[src/rtl/seventap_coeff_pkg.sv]
// Shared types for the 7-tap coefficient loader.
//   NTAPS        number of filter taps fed by the loader
//   COEFF_BITS   width of one coefficient word
//   cl_state_t   loader FSM state
//   coeff_bank_t one full coefficient set, tap k in element [k]
package seventap_coeff_pkg;

  localparam int NTAPS      = 7;
  localparam int COEFF_BITS = 18;

  typedef enum logic [1:0] {
    IDLE    = 2'd0,
    LOADING = 2'd1,
    ARMED   = 2'd2
  } cl_state_t;

  typedef logic [NTAPS-1:0][COEFF_BITS-1:0] coeff_bank_t;

endpackage

[src/rtl/seventap_coeff_loader.sv]
// Coefficient source for the 7-tap systolic preadd filter.
// A serial stream of seven words fills a shadow bank; once complete, the
// shadow bank is copied into the active bank in a single edge so the filter
// never sees a mixed set. With SYNC_UPDATE="TRUE" the copy waits for
// update_en_i; with "FALSE" it happens on the cycle after the bank completes.
//
// Ports:
//   clk_i, rst_i           clock, synchronous active-high reset
//   load_start_i           begin / restart a 7-word load
//   dat_i, dat_valid_i     coefficient word stream, tap 0 first
//   update_en_i            swap-permitted strobe (SYNC_UPDATE="TRUE" only)
//   coeff0_o..coeff6_o     active coefficients for taps 0..6
//   update_o               one-cycle pulse with the first new coefficients
//   busy_o                 load open or swap pending
//   armed_o                shadow bank complete, swap pending
//   overrun_o              sticky: a word arrived with no load open
module seventap_coeff_loader
  import seventap_coeff_pkg::*;
#(
  parameter string                         SYNC_UPDATE = "TRUE",
  parameter logic [NTAPS*COEFF_BITS-1:0]   INIT_COEFF  = '0
) (
  input  logic                  clk_i,
  input  logic                  rst_i,
  input  logic                  load_start_i,
  input  logic [COEFF_BITS-1:0] dat_i,
  input  logic                  dat_valid_i,
  input  logic                  update_en_i,
  output logic [COEFF_BITS-1:0] coeff0_o,
  output logic [COEFF_BITS-1:0] coeff1_o,
  output logic [COEFF_BITS-1:0] coeff2_o,
  output logic [COEFF_BITS-1:0] coeff3_o,
  output logic [COEFF_BITS-1:0] coeff4_o,
  output logic [COEFF_BITS-1:0] coeff5_o,
  output logic [COEFF_BITS-1:0] coeff6_o,
  output logic                  update_o,
  output logic                  busy_o,
  output logic                  armed_o,
  output logic                  overrun_o
);

  localparam bit         SYNC     = (SYNC_UPDATE == "TRUE");
  localparam logic [2:0] LAST_PTR = 3'(NTAPS - 1);

  cl_state_t   state;
  logic [2:0]  ptr;
  coeff_bank_t shadow;
  coeff_bank_t active;

  logic swap_ok;
  assign swap_ok = SYNC ? update_en_i : 1'b1;

  always_ff @(posedge clk_i) begin
    if (rst_i) begin
      state     <= IDLE;
      ptr       <= '0;
      shadow    <= '0;
      active    <= coeff_bank_t'(INIT_COEFF);
      update_o  <= 1'b0;
      overrun_o <= 1'b0;
    end else begin
      update_o <= 1'b0;
      if (load_start_i) begin
        // Start wins in every state: it opens a fresh load, cancels any
        // pending swap and clears overrun. A same-cycle word is tap 0.
        state     <= LOADING;
        overrun_o <= 1'b0;
        if (dat_valid_i) begin
          shadow[0] <= dat_i;
          ptr       <= 3'd1;
        end else begin
          ptr       <= 3'd0;
        end
      end else begin
        case (state)
          IDLE: begin
            if (dat_valid_i) overrun_o <= 1'b1;
          end
          LOADING: begin
            if (dat_valid_i) begin
              shadow[ptr] <= dat_i;
              if (ptr == LAST_PTR) begin
                ptr   <= '0;
                state <= ARMED;
              end else begin
                ptr   <= ptr + 3'd1;
              end
            end
          end
          ARMED: begin
            // Stray words are dropped; the shadow bank stays intact.
            if (dat_valid_i) overrun_o <= 1'b1;
            if (swap_ok) begin
              active   <= shadow;
              update_o <= 1'b1;
              state    <= IDLE;
            end
          end
          default: state <= IDLE;
        endcase
      end
    end
  end

  assign busy_o   = (state != IDLE);
  assign armed_o  = (state == ARMED);

  assign coeff0_o = active[0];
  assign coeff1_o = active[1];
  assign coeff2_o = active[2];
  assign coeff3_o = active[3];
  assign coeff4_o = active[4];
  assign coeff5_o = active[5];
  assign coeff6_o = active[6];

endmodule

[config.mk]
export PLATFORM = sky130hd
export DESIGN_NAME = seventap_coeff_loader
export DESIGN_NICKNAME = d
export VERILOG_FILES = /design/src/rtl/seventap_coeff_pkg.sv /design/src/rtl/seventap_coeff_loader.sv
export SDC_FILE = /design/constraint.sdc
export NUM_CORES = 1
export LEC_CHECK = 0
export CORE_MARGIN = 2
export CORE_UTILIZATION = 40
export CTS_CLUSTER_DIAMETER = 200
export DETAILED_ROUTE_END_ITERATION = 6
export GPL_TIMING_DRIVEN = 0
export HOLD_SLACK_MARGIN = 0.02
export PLACE_DENSITY = 0.65
export SETUP_SLACK_MARGIN = 0.05
export SKIP_CTS_REPAIR_TIMING = 1
export SLEW_MARGIN = 20
export SYNTH_ARGS = -nofsm -noshare
export SYNTH_HDL_FRONTEND = slang
export SYNTH_SLANG_ARGS = --single-unit
[constraint.sdc]
create_clock -name clk_i -period 1.6 [get_ports clk_i]
set_input_delay 0.32 -clock clk_i [delete_from_list [all_inputs] [get_ports clk_i]]
set_output_delay 0.32 -clock clk_i [all_outputs]
set_load 0.05 [all_outputs]
**Yosys cells after proc, flatten, opt, wreduce, memory -nomap -nowiden**

Cells that the tools add are included.

- Magnitude comparators: 2
- Shift-type cells: 0
- Div/mod/pow operators: 0
- Eq/ne operators: 10
- Multiplexer cells: 18
- Reduce and logical (&&, ||, !) cells: 15
- Bitwise gates (word level): 3
- $add $sub $neg: 1
- Multiply operators: 0

Operators by type and width:

| kind | number |
|---|---|
| bitwise mux 126 bit | 1 |
| two-way mux 18 bit | 5 |
| demux 18 bit (select 3 bit) | 1 |
| two-way mux 3 bit | 4 |
| != test 3 bit (second input constant) | 3 |
| != test 2 bit (second input constant) | 4 |
| AND reduction 4 bit | 2 |
| two-way mux 2 bit | 3 |
| case mux 2 bit (3 select lines) | 1 |
| AND reduction 2 bit | 3 |
| AND reduction 3 bit | 2 |
| nonzero test 2 bit | 3 |
| less-than comparator 3 x 4 -> 1 bit (second input constant) | 1 |
| OR reduction 2 bit | 2 |
| adder 3 x 1 -> 3 bit (second input constant) | 1 |
| == test 3 bit (second input constant) | 1 |
| greater-or-equal comparator 3 x 1 -> 1 bit (second input constant) | 1 |
| two-way mux 1 bit | 3 |
| NOT 1 bit | 3 |
| OR reduction 3 bit | 1 |
| == test 2 x 1 -> 1 bit (second input constant) | 1 |
| == test 2 bit (second input constant) | 1 |
| zero test 2 bit | 1 |
| logical AND 1 bit | 1 |

- Memories: 0
- ROM bits: 0
- Input bits: 23
- Bits in latches: 0
- Output and inout bits: 130
- Bits in writable memories: 0
- Word-level logic and storage cells: 68
- Register bits after elaboration: 259

**Logic depth before layout (Yosys ltp)**

- Depth in word-level cells: 8
- Mapped depth: 6
- Mapped depth without buffers: 3

**Worst setup path before layout**

OpenSTA, ideal clock, no wires.

- Path type: reg-to-reg
- Start point: register state[1]
- End point: register shadow[79] in the netlist's numbering
- Path buffers: 3
- Clock period less this slack: 1665 ps
- Arrival time: 1541 ps
- Setup time: 124 ps
- Required time: 1476 ps
- Path slack: -65 ps
- Stages on the path, launching flop included: 7
- Cells stage by stage: dfxtp_1 -> nand4bb_1 -> clkbuf_2 -> or4b_4 -> buf_6 -> buf_12 -> mux2i_1

- Cells in the longest elaborated chain, start to end: 2

Ends and longest elaborated chain:

| item | line | RTL |
|---|---|---|
| start, declared | seventap_coeff_loader.sv:45 | `cl_state_t state;` |
| start signal, assigned | seventap_coeff_loader.sv:55 | `state <= IDLE;` |
| start signal, assigned | seventap_coeff_loader.sv:66 | `state <= LOADING;` |
| start signal, assigned | seventap_coeff_loader.sv:84 | `state <= ARMED;` |
| == test 2 x 1 -> 1 bit | seventap_coeff_loader.sv:75 | `case (state)` |
| AND reduction 3 bit (no source line) | n/a |  |
| end signal, assigned by index | seventap_coeff_loader.sv:81 | `shadow[ptr] <= dat_i;` |
| end, declared | seventap_coeff_loader.sv:47 | `coeff_bank_t shadow;` |

Every way passes these cells.
A chain may end at the register's enable or synchronous reset.

**Worst setup path after layout**

- Start point: register state[1]
- End point: register shadow[81] in the netlist's numbering

The elaborated chain is that of the path after synthesis.

==> results_dict.tcl <==
set metrics [dict create \
    swShare 0.217 \
    vias 7899 \
    slowest_stage "or4b_4" \
    cp.required_ns 1.97 \
    synth_top_family_by_area "simple AND/OR/NAND/NOR gates" \
    first_iter_violations 564 \
    antenna_found_initial 0 \
    dp_slack_ns -1.39 \
    p_leak_nw 5.39 \
    slew_headroom 0.519 \
    finalMaxSlewViolations 0 \
    synth-compound-area-share 0.0921 \
    portBuffers 151 \
    n_fill_cell 2241 \
    end_kind "flop" \
    path_clk_slew_ns 0.06 \
    routed-wl-met3_mm 1.83 \
    totalWireLength_mm 27.7 \
    hold_start "dat_valid_i" \
    dr.pass1.iters 7 \
    maxCapViolCount 0 \
    yosys.area_share.adder 0 \
    h-tree-depth 1 \
    post-route-period-util 1.11 \
    viasPerCell 4.93 \
    hold-path-endpoint "ptr[0]" \
    antenna_cells 0 \
    syn-num-nets 1069 \
    r2r_cells 6 \
    grt_use_total 0.208 \
    grt_pass1_vias 7160 \
    cts_tree "built" \
    start_util 0.407 \
    dr_wl_met2_mm 12.5 \
    cts_buffers 26 \
    ir_drop_mv 0.646 \
    critPathKind "reg -> reg" \
    r2r-end "shadow[81]" \
    nets 1287 \
    synth.mux.area_fraction 0.115 \
    start_kind "flop" \
    gp_congestion 0.825 \
    p_int_mw 10.3 \
    worst_pin_slew_ns 0.721 \
    die_x_um 158 \
    power_density_mw_per_mm2 1040 \
    rrSetupSlack_ns -0.17 \
    switchingPower_mw 2.87 \
    synth.ff_latch_count 259 \
    avgRoutedWirePerCell_um 17.3 \
    final_layout_size_suffix_gt1_frac 0.248 \
    synth_cells 1046 \
    max_freq_mhz 564 \
    setup_viol 92 \
    io_pins 153 \
    utilization 0.541 \
    cpPeakStageDelay_ns 0.50 \
    syn2layout_area_growth_pct 32.9 \
    syn_area_per_cell_um2 9.11 \
    min_path_type "in -> reg" \
    hpwl_mm 17.8 \
    path_cells "nand4bb_1 > buf_6 > or4b_4 > buf_12 > clkbuf_16 > mux2i_1" \
    rsz0062_at_grt "yes" \
    dr.max_layer_used "met4" \
    die_area_mm2 0.0251 \
    clockBufferDepth 3 \
    ys_seq_area_frac 0.544 \
    die_h_um 158 \
    finalClockSkew_ns 0.0133 \
    yosys.area_share.simple 0.211 \
    grt_pass1_wl_mm 39.9 \
    drt-met1-wl_mm 12.6 \
    yosysTopAreaCell "dfxtp_1" \
    synth_area_leaders "dfxtp_1 (54%), mux2i_1 (11%), nand2_1 (9.9%)" \
    clk_latency_ns 0.53 \
    yosysWarnings 0 \
    grt_max_degree 14 \
    hold_viol 0 \
    core-area_mm2 0.0234 \
    synthXorXnorAreaFrac 0 \
    synth_top_area_frac 0.544 \
    comb_power_share 0.042 \
    holdPathStages 3 \
    fin_ws_ns -0.173 \
    cts_sinks 259 \
    cp_max_fo 8 \
    clock-root-buffer "clkbuf_16" \
    reg2reg_from "state[1]" \
    p_clk_frac 0.464 \
    rows 56 \
    ys_types 33 \
    ant_nets 0 \
    violations "setup timing" \
    overflow 0 \
    drcViolationCount 0 \
    syn_area_mm2 0.00953 \
    crit_arrival_ns 2.15 \
    pwr-share-seq 0.494 \
    fin_crit_ns 1.77 \
    status "finished with violations" \
]
[Yosys cell counts]
cell,number
nor4bb_1,1
nand4bb_1,2
mux2i_1,109
inv_1,3
and3b_1,3
dfxtp_1,259
and2b_1,1
clkbuf_2,1
nand4b_1,1
and3_1,2
nor3_1,2
buf_12,1
nand3_1,20
a211o_1,1
a311oi_1,1
nor2b_1,1
buf_1,8
a22oi_1,2
buf_4,1
a211oi_1,1
o21ai_0,18
nor2_1,5
nand2_1,252
and4bb_2,1
or4b_4,1
buf_6,1
nand2b_1,126
nand3b_1,2
a31oi_1,1
a21oi_1,148
or2_2,2
buf_2,16
clkbuf_1,53
[critical path: cells and delay by family, from the launching register on]
family	cells	cell delay [ns]
buffers and inverters	3	0.47
flip-flops	1	0.35
multiplexers	1	0.11
AND/OR/NAND/NOR	2	0.69
[worst max path at each step]
stage / startpoint / endpoint / slack, ns
2_1_floorplan: state[1] / shadow[79] / -0.06
3_3_place_gp: load_start_i / coeff1_o[14] / -1.35
3_5_place_dp: load_start_i / coeff1_o[13] / -1.39
4_1_cts: state[0] / coeff1_o[13] / -0.88
5_1_grt: state[1] / shadow[79] / -0.21
6_report: state[1] / shadow[81] / -0.17
[cells by family (layout without fill, tap and decap cells)]
family,after synthesis,after routing
flip-flops,259,259
multiplexers,109,109
AO/OA/AOI/OAI,172,172
AND/OR/NAND/NOR,422,422
buffers and inverters,84,320
[sequential cells by signal, summed over array words and instances, names as in the netlist]
register	count
coeff0_o	18
coeff1_o	18
coeff2_o	18
coeff3_o	18
coeff4_o	18
coeff5_o	18
coeff6_o	18
overrun_o	1
ptr	3
shadow	126
state	2
update_o	1
[power groups by stage]
stage               logic, mW  clock network [mW]  registers (mW)
detailed placement      0.498                   0            6.66
finish                  0.549                6.12            6.52
CTS                     0.500                6.21            6.51
global route            0.577                6.50            6.52
global placement        0.496                   0            6.66
floorplan               0.271                   0            6.65
[per-layer routing]
| metal | vias up | GRT usage |
|---|---|---|
| li1 | 3889 | - |
| met1 | 3713 | 0.298 |
| met2 | 255 | 0.318 |
| met3 | 42 | 0.0354 |
| met4 | 0 | 0.0682 |
| met5 | - | 0 |
[cells in the final DEF (no fill, tap or decap), types with 7 or more instances in the layout]
| master | count |
|---|---|
| clkdlybuf4s50_1 | 19 |
| dfxtp_1 | 255 |
| nand2_2 | 12 |
| buf_12 | 10 |
| mux2i_1 | 109 |
| nand2b_1 | 126 |
| nand3_1 | 18 |
| buf_6 | 19 |
| o21ai_0 | 18 |
| buf_4 | 31 |
| nand2_4 | 9 |
| clkbuf_4 | 7 |
| buf_2 | 7 |
| a21oi_2 | 25 |
| clkbuf_16 | 34 |
| a21oi_1 | 123 |
| nand2_1 | 231 |
| clkbuf_2 | 135 |
| clkbuf_1 | 34 |
[cell type report]
| cell class | instances | area (µm²) | area share |
|---|---|---|---|
| sequential | 259 | 5190 | 0.410 |
| multi-input combinational | 703 | 4220 | 0.333 |
| timing repair buffer | 193 | 1390 | 0.110 |
| clock buffer | 40 | 774 | 0.0612 |
| buffer | 78 | 594 | 0.0469 |
| tap | 319 | 399 | 0.0315 |
| clock inverter | 6 | 82.6 | 0.00652 |
| inverter | 3 | 11.3 | 0.000889 |
[metrics by stage]
step	area, µm²	power (mW)	cells	TNS [ns]	hold WS [ns]
6_report	12700	13.2	1601	-5.53	0.241
5_1_grt	12700	13.6	1601	-12.15	0.265
4_1_cts	12300	13.2	1562	-142.16	0.330
3_5_place_dp	11400	7.16	1516	-206.71	0.445
3_3_place_gp	11400	7.15	1516	-202.33	0.440
2_1_floorplan	9540	6.93	1046	-0.584	0.428
No activity file was read; power rests on OpenSTA's default activity.
